<file path="config.mk">
export PLATFORM = sky130hd
export DESIGN_NAME = program_loader
export DESIGN_NICKNAME = d
export VERILOG_FILES = /design/src/rtl/program_loader_pkg.sv /design/src/rtl/program_loader_byte_packer.sv /design/src/rtl/program_loader.sv
export SDC_FILE = /design/constraint.sdc
export NUM_CORES = 1
export LEC_CHECK = 0
export BUFFER_PORTS_ARGS = -buffer_cell sky130_fd_sc_hd__buf_2
export CAP_MARGIN = 25
export CORE_ASPECT_RATIO = 2
export CORE_MARGIN = 3
export CORE_UTILIZATION = 49
export DETAILED_ROUTE_END_ITERATION = 8
export GPL_ROUTABILITY_DRIVEN = 1
export PLACE_DENSITY = 0.83
export SLEW_MARGIN = 5
export SYNTH_ARGS = -nofsm -noshare
export SYNTH_HDL_FRONTEND = slang
export SYNTH_SLANG_ARGS = --single-unit
</file>
<file path="constraint.sdc">
create_clock -name clk -period 2.16 [get_ports clk]
set_input_delay 0.108 -clock clk [delete_from_list [all_inputs] [get_ports clk]]
set_output_delay 0.108 -clock clk [all_outputs]
set_load 0.02 [all_outputs]
</file>
<file path="src/rtl/program_loader_pkg.sv">
// Shared definitions for the program loader: ROM geometry defaults and FSM states.
// Imported by program_loader and its byte packer.
package program_loader_pkg;

   localparam int ROM_ADDR_WIDTH_DEF = 8;
   localparam int ROM_DATA_WIDTH_DEF = 16;
   localparam int RELEASE_CYCLES_DEF = 2;

   typedef enum logic [2:0] {
      HALT    = 3'd0,
      LOAD    = 3'd1,
      WRITE   = 3'd2,
      RELEASE = 3'd3,
      RUN     = 3'd4
   } state_t;

endpackage

</file>
<file path="src/rtl/program_loader_byte_packer.sv">
// Packs host bytes MSB-first into one instruction word.
// Ports: clk, arst, accept/clear controls, data byte in; word, word_full out.
module program_loader_byte_packer
   import program_loader_pkg::*;
#(
   parameter int DATA_WIDTH = ROM_DATA_WIDTH_DEF
) (
   input  logic                  clk,
   input  logic                  arst,
   input  logic                  accept,
   input  logic                  clear,
   input  logic [7:0]            data,
   output logic [DATA_WIDTH-1:0] word,
   output logic                  word_full
);

   localparam int BYTES = DATA_WIDTH / 8;
   localparam int IW    = (BYTES > 1) ? $clog2(BYTES) : 1;
   localparam logic [IW-1:0] LAST = IW'(BYTES - 1);

   logic [IW-1:0] idx_q;

   // word_full flags the byte that completes the word, in its accept cycle
   assign word_full = accept & (idx_q == LAST);

   always_ff @(posedge clk or posedge arst) begin
      if (arst) begin
         word  <= '0;
         idx_q <= '0;
      end else if (clear) begin
         idx_q <= '0;
      end else if (accept) begin
         word  <= (word << 8) | DATA_WIDTH'(data);
         idx_q <= (idx_q == LAST) ? '0 : idx_q + 1'b1;
      end
   end

endmodule

</file>
<file path="src/rtl/program_loader.sv">
// Boot/reload sequencer: holds the core in reset, streams host bytes into
// instruction memory as words from address 0, then releases the core.
// Ports: clk, arst; load_start/load_len/load_abort control; s_data/s_valid/
// s_ready host byte link; pmem_addr/pmem_data/pmem_we memory write port;
// cpu_rst core reset; busy, done pulse, sticky err status.
module program_loader
   import program_loader_pkg::*;
#(
   parameter int ROM_ADDR_WIDTH = ROM_ADDR_WIDTH_DEF,
   parameter int ROM_DATA_WIDTH = ROM_DATA_WIDTH_DEF,
   parameter int RELEASE_CYCLES = RELEASE_CYCLES_DEF
) (
   input  logic                      clk,
   input  logic                      arst,
   input  logic                      load_start,
   input  logic [ROM_ADDR_WIDTH:0]   load_len,
   input  logic                      load_abort,
   input  logic [7:0]                s_data,
   input  logic                      s_valid,
   output logic                      s_ready,
   output logic [ROM_ADDR_WIDTH-1:0] pmem_addr,
   output logic [ROM_DATA_WIDTH-1:0] pmem_data,
   output logic                      pmem_we,
   output logic                      cpu_rst,
   output logic                      busy,
   output logic                      done,
   output logic                      err
);

   localparam int AW = ROM_ADDR_WIDTH;
   localparam int RW = $clog2(RELEASE_CYCLES + 1);
   localparam logic [AW:0]   DEPTH    = {1'b1, {AW{1'b0}}};
   localparam logic [AW:0]   ONE      = {{AW{1'b0}}, 1'b1};
   localparam logic [RW-1:0] REL_LAST = RW'(RELEASE_CYCLES - 1);

   state_t state_q, state_d;

   logic [AW-1:0] word_idx_q;
   logic [AW:0]   len_q;
   logic [AW:0]   word_nxt;
   logic [RW-1:0] rel_cnt_q;
   logic          done_q;
   logic          err_q;

   logic idle;
   logic start_ok;
   logic len_bad;
   logic abort_act;
   logic accept;
   logic last_word;
   logic word_full;
   logic pk_clear;

   assign idle      = (state_q == HALT) | (state_q == RUN);
   // abort beats a simultaneous start
   assign start_ok  = load_start & idle & ~load_abort;
   assign len_bad   = load_len > DEPTH;
   assign abort_act = load_abort &
                      ((state_q == LOAD) | (state_q == WRITE));
   // ready drops on abort so the aborted cycle consumes no byte
   assign s_ready   = (state_q == LOAD) & ~load_abort;
   assign accept    = s_valid & s_ready;
   // extra bit lets a full-depth load terminate on wrap
   assign word_nxt  = {1'b0, word_idx_q} + ONE;
   assign last_word = word_nxt == len_q;
   assign pk_clear  = start_ok | abort_act | (state_q == WRITE);

   program_loader_byte_packer #(
      .DATA_WIDTH (ROM_DATA_WIDTH)
   ) u_packer (
      .clk       (clk),
      .arst      (arst),
      .accept    (accept),
      .clear     (pk_clear),
      .data      (s_data),
      .word      (pmem_data),
      .word_full (word_full)
   );

   assign pmem_we   = state_q == WRITE;
   assign pmem_addr = word_idx_q;
   assign cpu_rst   = state_q != RUN;
   assign busy      = ~idle;
   assign done      = done_q;
   assign err       = err_q;

   always_comb begin
      state_d = state_q;
      unique case (state_q)
         HALT, RUN: begin
            if (start_ok) begin
               if (len_bad)
                  state_d = HALT;
               else if (load_len == '0)
                  state_d = RELEASE;
               else
                  state_d = LOAD;
            end
         end
         LOAD: begin
            if (load_abort)
               state_d = HALT;
            else if (word_full)
               state_d = WRITE;
         end
         WRITE: begin
            if (load_abort)
               state_d = HALT;
            else if (last_word)
               state_d = RELEASE;
            else
               state_d = LOAD;
         end
         RELEASE: begin
            if (rel_cnt_q == REL_LAST)
               state_d = RUN;
         end
         default: state_d = HALT;
      endcase
   end

   always_ff @(posedge clk or posedge arst) begin
      if (arst) begin
         state_q    <= HALT;
         word_idx_q <= '0;
         len_q      <= '0;
         rel_cnt_q  <= '0;
         done_q     <= 1'b0;
         err_q      <= 1'b0;
      end else begin
         state_q <= state_d;
         done_q  <= (state_q == RELEASE) & (state_d == RUN);

         if (start_ok) begin
            if (len_bad) begin
               err_q <= 1'b1;
            end else begin
               err_q      <= 1'b0;
               len_q      <= load_len;
               word_idx_q <= '0;
            end
         end else if (abort_act) begin
            err_q <= 1'b1;
         end

         if (state_q == WRITE)
            word_idx_q <= word_nxt[AW-1:0];

         if (state_q == RELEASE)
            rel_cnt_q <= rel_cnt_q + 1'b1;
         else
            rel_cnt_q <= '0;
      end
   end

endmodule

</file>
==> results_dict.tcl <==
set metrics [dict create \
    coreArea_sq_mm 0.00388 \
    dpl.hpwl_microns 3380 \
    hp-class "in2reg" \
    synth_common_cells "41 x dfrtp_1, 17 x mux2_2, 17 x nor2_1, 17 x o21ai_0, 12 x nand2_1" \
    irDropWorstVdd_mv 0.777 \
    maxCapViolations 0 \
    setup_viol 0 \
    multi_input_comb_area_sq_um 930 \
    antenna_cells 0 \
    synth_edf_count 0 \
    yosys.cell_types.count 37 \
    synth.top_cell.area_share_pct 51.2 \
    ant_nets 0 \
    worstRegToRegCells 6 \
    relSlewSlack_pct 66.2 \
    rsz0062_at_grt "false" \
    crit_path_top_delay_cell "dfrtp_1" \
    ys_seq_area_share_pct 51.2 \
    clock-skew-final_ps 5.02 \
    synth_top_family_by_area "multiplexers" \
    fill_cells 330 \
    crit_path_cell_trace "or3b_1 > buf_4 > clkinv_1 > a21oi_2 > o21ai_0 > o31ai_1" \
    cts_buffer_depth 2 \
    synth_seq_cells 41 \
    antenna_found_initial 0 \
    synthAdderAreaFrac_pct 1.25 \
    postCtsSetupBuffers 0 \
    postSynth.asyncResetShare_pct 100 \
    dpl_worst_slack_ps 208 \
    drv_slew 0 \
    synth_xor_area_share_pct 4.80 \
    ios 52 \
    drtIter0Drc 39 \
    synth_compound_area_share_pct 11.0 \
    synthCells 181 \
    path_max_fanout 10 \
    seqCellArea_sq_mm 0.00103 \
    netlist_area_sq_mm 0.00201 \
    cts-root-buf "clkbuf_8" \
    clk_pin_slew_ps 80 \
    p_leak_uw 0.00122 \
    status "finished clean" \
    synth_top_area_cell "dfrtp_1" \
    fin_tns_setup_ps 0 \
    cts_sinks 41 \
    crit_arrival_ps 2130 \
    synth_ff_type "dfrtp_1" \
    port_buffers 51 \
    synth-simple-area-share_pct 14.3 \
    path_class "reg2reg" \
    clkLatencyLatePin_ps 300 \
    crit_cells 6 \
    die_h_microns 96.5 \
    post_drt_via_cell_ratio 5.58 \
    worst_slew_pin_slew_ps 508 \
    hold_path_depth 2 \
    period_share_pct 88.9 \
    synth.area.mux_share_pct 14.8 \
    start_util_pct 51.6 \
    cts_tree "built" \
    dieArea_sq_mm 0.00494 \
    drt-wirelength-per-cell_microns 16.0 \
    die_w_microns 51.2 \
    grt.overflow.total 0 \
    final_area_sq_mm 0.00246 \
    wirelength_microns 4650 \
    avgSynthCellArea_sq_um 11.1 \
    p_per_area_mw_per_mm2 977 \
    start_kind "flop" \
    critPathMaxStageDelay_ps 440 \
    critPathBufInv 2 \
    layout-drive-gt1-share_pct 38.8 \
    htree_levels 2 \
    crit_required_ps 2370 \
    nets 263 \
    rows 32 \
    post-route-min-period_ps 1920 \
    worst_slack_ps 239 \
    cts_buffers 5 \
    synth.most_common_cell "dfrtp_1" \
    vias 1625 \
    path_delay_family "compound AO/OA/AOI/OAI gates" \
    final_hold_viol_count 0 \
    drc 0 \
    first_global_vias 1621 \
    grt_pass1_wl_microns 7380 \
    place.gp.congestion 0.821 \
    end_kind "flop" \
    placed_cell_area_sq_mm 0.00233 \
    syn_to_final_growth_pct 22.7 \
    ys_warn_count 0 \
    first_pass_iters 4 \
    timing.fmax_mhz 521 \
    ys_top_cells_by_area "dfrtp_1 51%, mux2_2 9.5%, mux2_4 5.2%" \
    grt_max_degree 42 \
    gr-usage-all-layers_pct 20.3 \
    syn_nets 205 \
]
metal layers:
| metal | part of all wire [%] | track usage (%) |
|---|---|---|
| met2 | 55 | 37.1 |
| met4 | 3.8 | 10.7 |
| met1 | 35 | 20.2 |
| met5 | 0 | 0 |
| met3 | 6.3 | 5.84 |
layout make-up:
cell class                 instances  area share [%]
clock buffer                       7            3.51
timing repair buffer              57            12.3
clock inverter                     1            1.22
sequential                        41            41.7
tap                               51            2.59
inverter                           6           0.915
multi-input combinational        128            37.8
registers in the layout, summed over array words and instances (netlist names):
| name | flops |
|---|---|
| state_q | 3 |
| rel_cnt_q | 2 |
| u_packer.idx_q | 1 |
| pmem_addr | 8 |
| err | 1 |
| len_q | 9 |
| done | 1 |
| u_packer.word | 16 |
path summary, 6_finish.rpt:
| kind | startpoint | endpoint | slack (ps) |
|---|---|---|---|
| worst min-delay path | s_data[5] | u_packer.word[5] | 40 |
| max in group asynchronous | arst | u_packer.word[8] | 1290 |
| min in group asynchronous | arst | pmem_addr[6] | 520 |
| worst max register to register | state_q[1] | pmem_addr[3] | 240 |
| worst max-delay path | state_q[1] | pmem_addr[3] | 240 |
| worst min register to register | rel_cnt_q[0] | rel_cnt_q[0] | 440 |
what timing repair did:
action,in CTS,in global routing
hold buffers,1,0
gates resized for setup,0,1
setup endpoints to repair,0,1
endpoints found under the hold margin,41,0
power breakdown:
group | switching, uW | internal (uW)
Combinational | 378 | 323
Sequential | 118 | 946
Clock | 264 | 377
Total | 759 | 1650
worst register-to-register path: stages, from the launching register on:
cell	delay, ps
dfrtp_1	440
or3b_1	240
buf_4	190
clkinv_1	320
a21oi_2	400
o21ai_0	160
o31ai_1	90
cell usage in the layout (no fill, tap or decap), drive strengths merged, types with 2 or more instances in the layout:
cell,instances
xor2,5
o31ai,2
and2,2
xnor2,6
nor2,17
o21ai,18
and3,2
inv,5
nand3,7
a21oi,8
buf,56
mux2,24
and4,2
a22oi,2
nand2,14
clkbuf,7
ha,2
nor3,2
dfrtp,41
or4,3
stage by stage:
step / util, % / instances / power, uW / hold slack [ps]
after floorplan: - / 181 / 1530 / 257
final: 63.4 / 291 / 2410 / 43.7
after CTS: 63.3 / 291 / 2430 / 33.7
after detailed placement: 60.0 / 282 / 1770 / 279
after global routing: 63.4 / 291 / 2530 / 30.0
after global placement: 60.0 / 282 / 1740 / 250
kinds of logic after synthesis:
logic type	count (synthesis)
XOR/XNOR	11
multiplexers	24
AND/OR/NAND/NOR	54
flip-flops	41
adder cells (fa/ha/maj)	2
AO/OA/AOI/OAI	37
buffers and inverters	12
No activity file was read; power rests on OpenSTA's default activity.
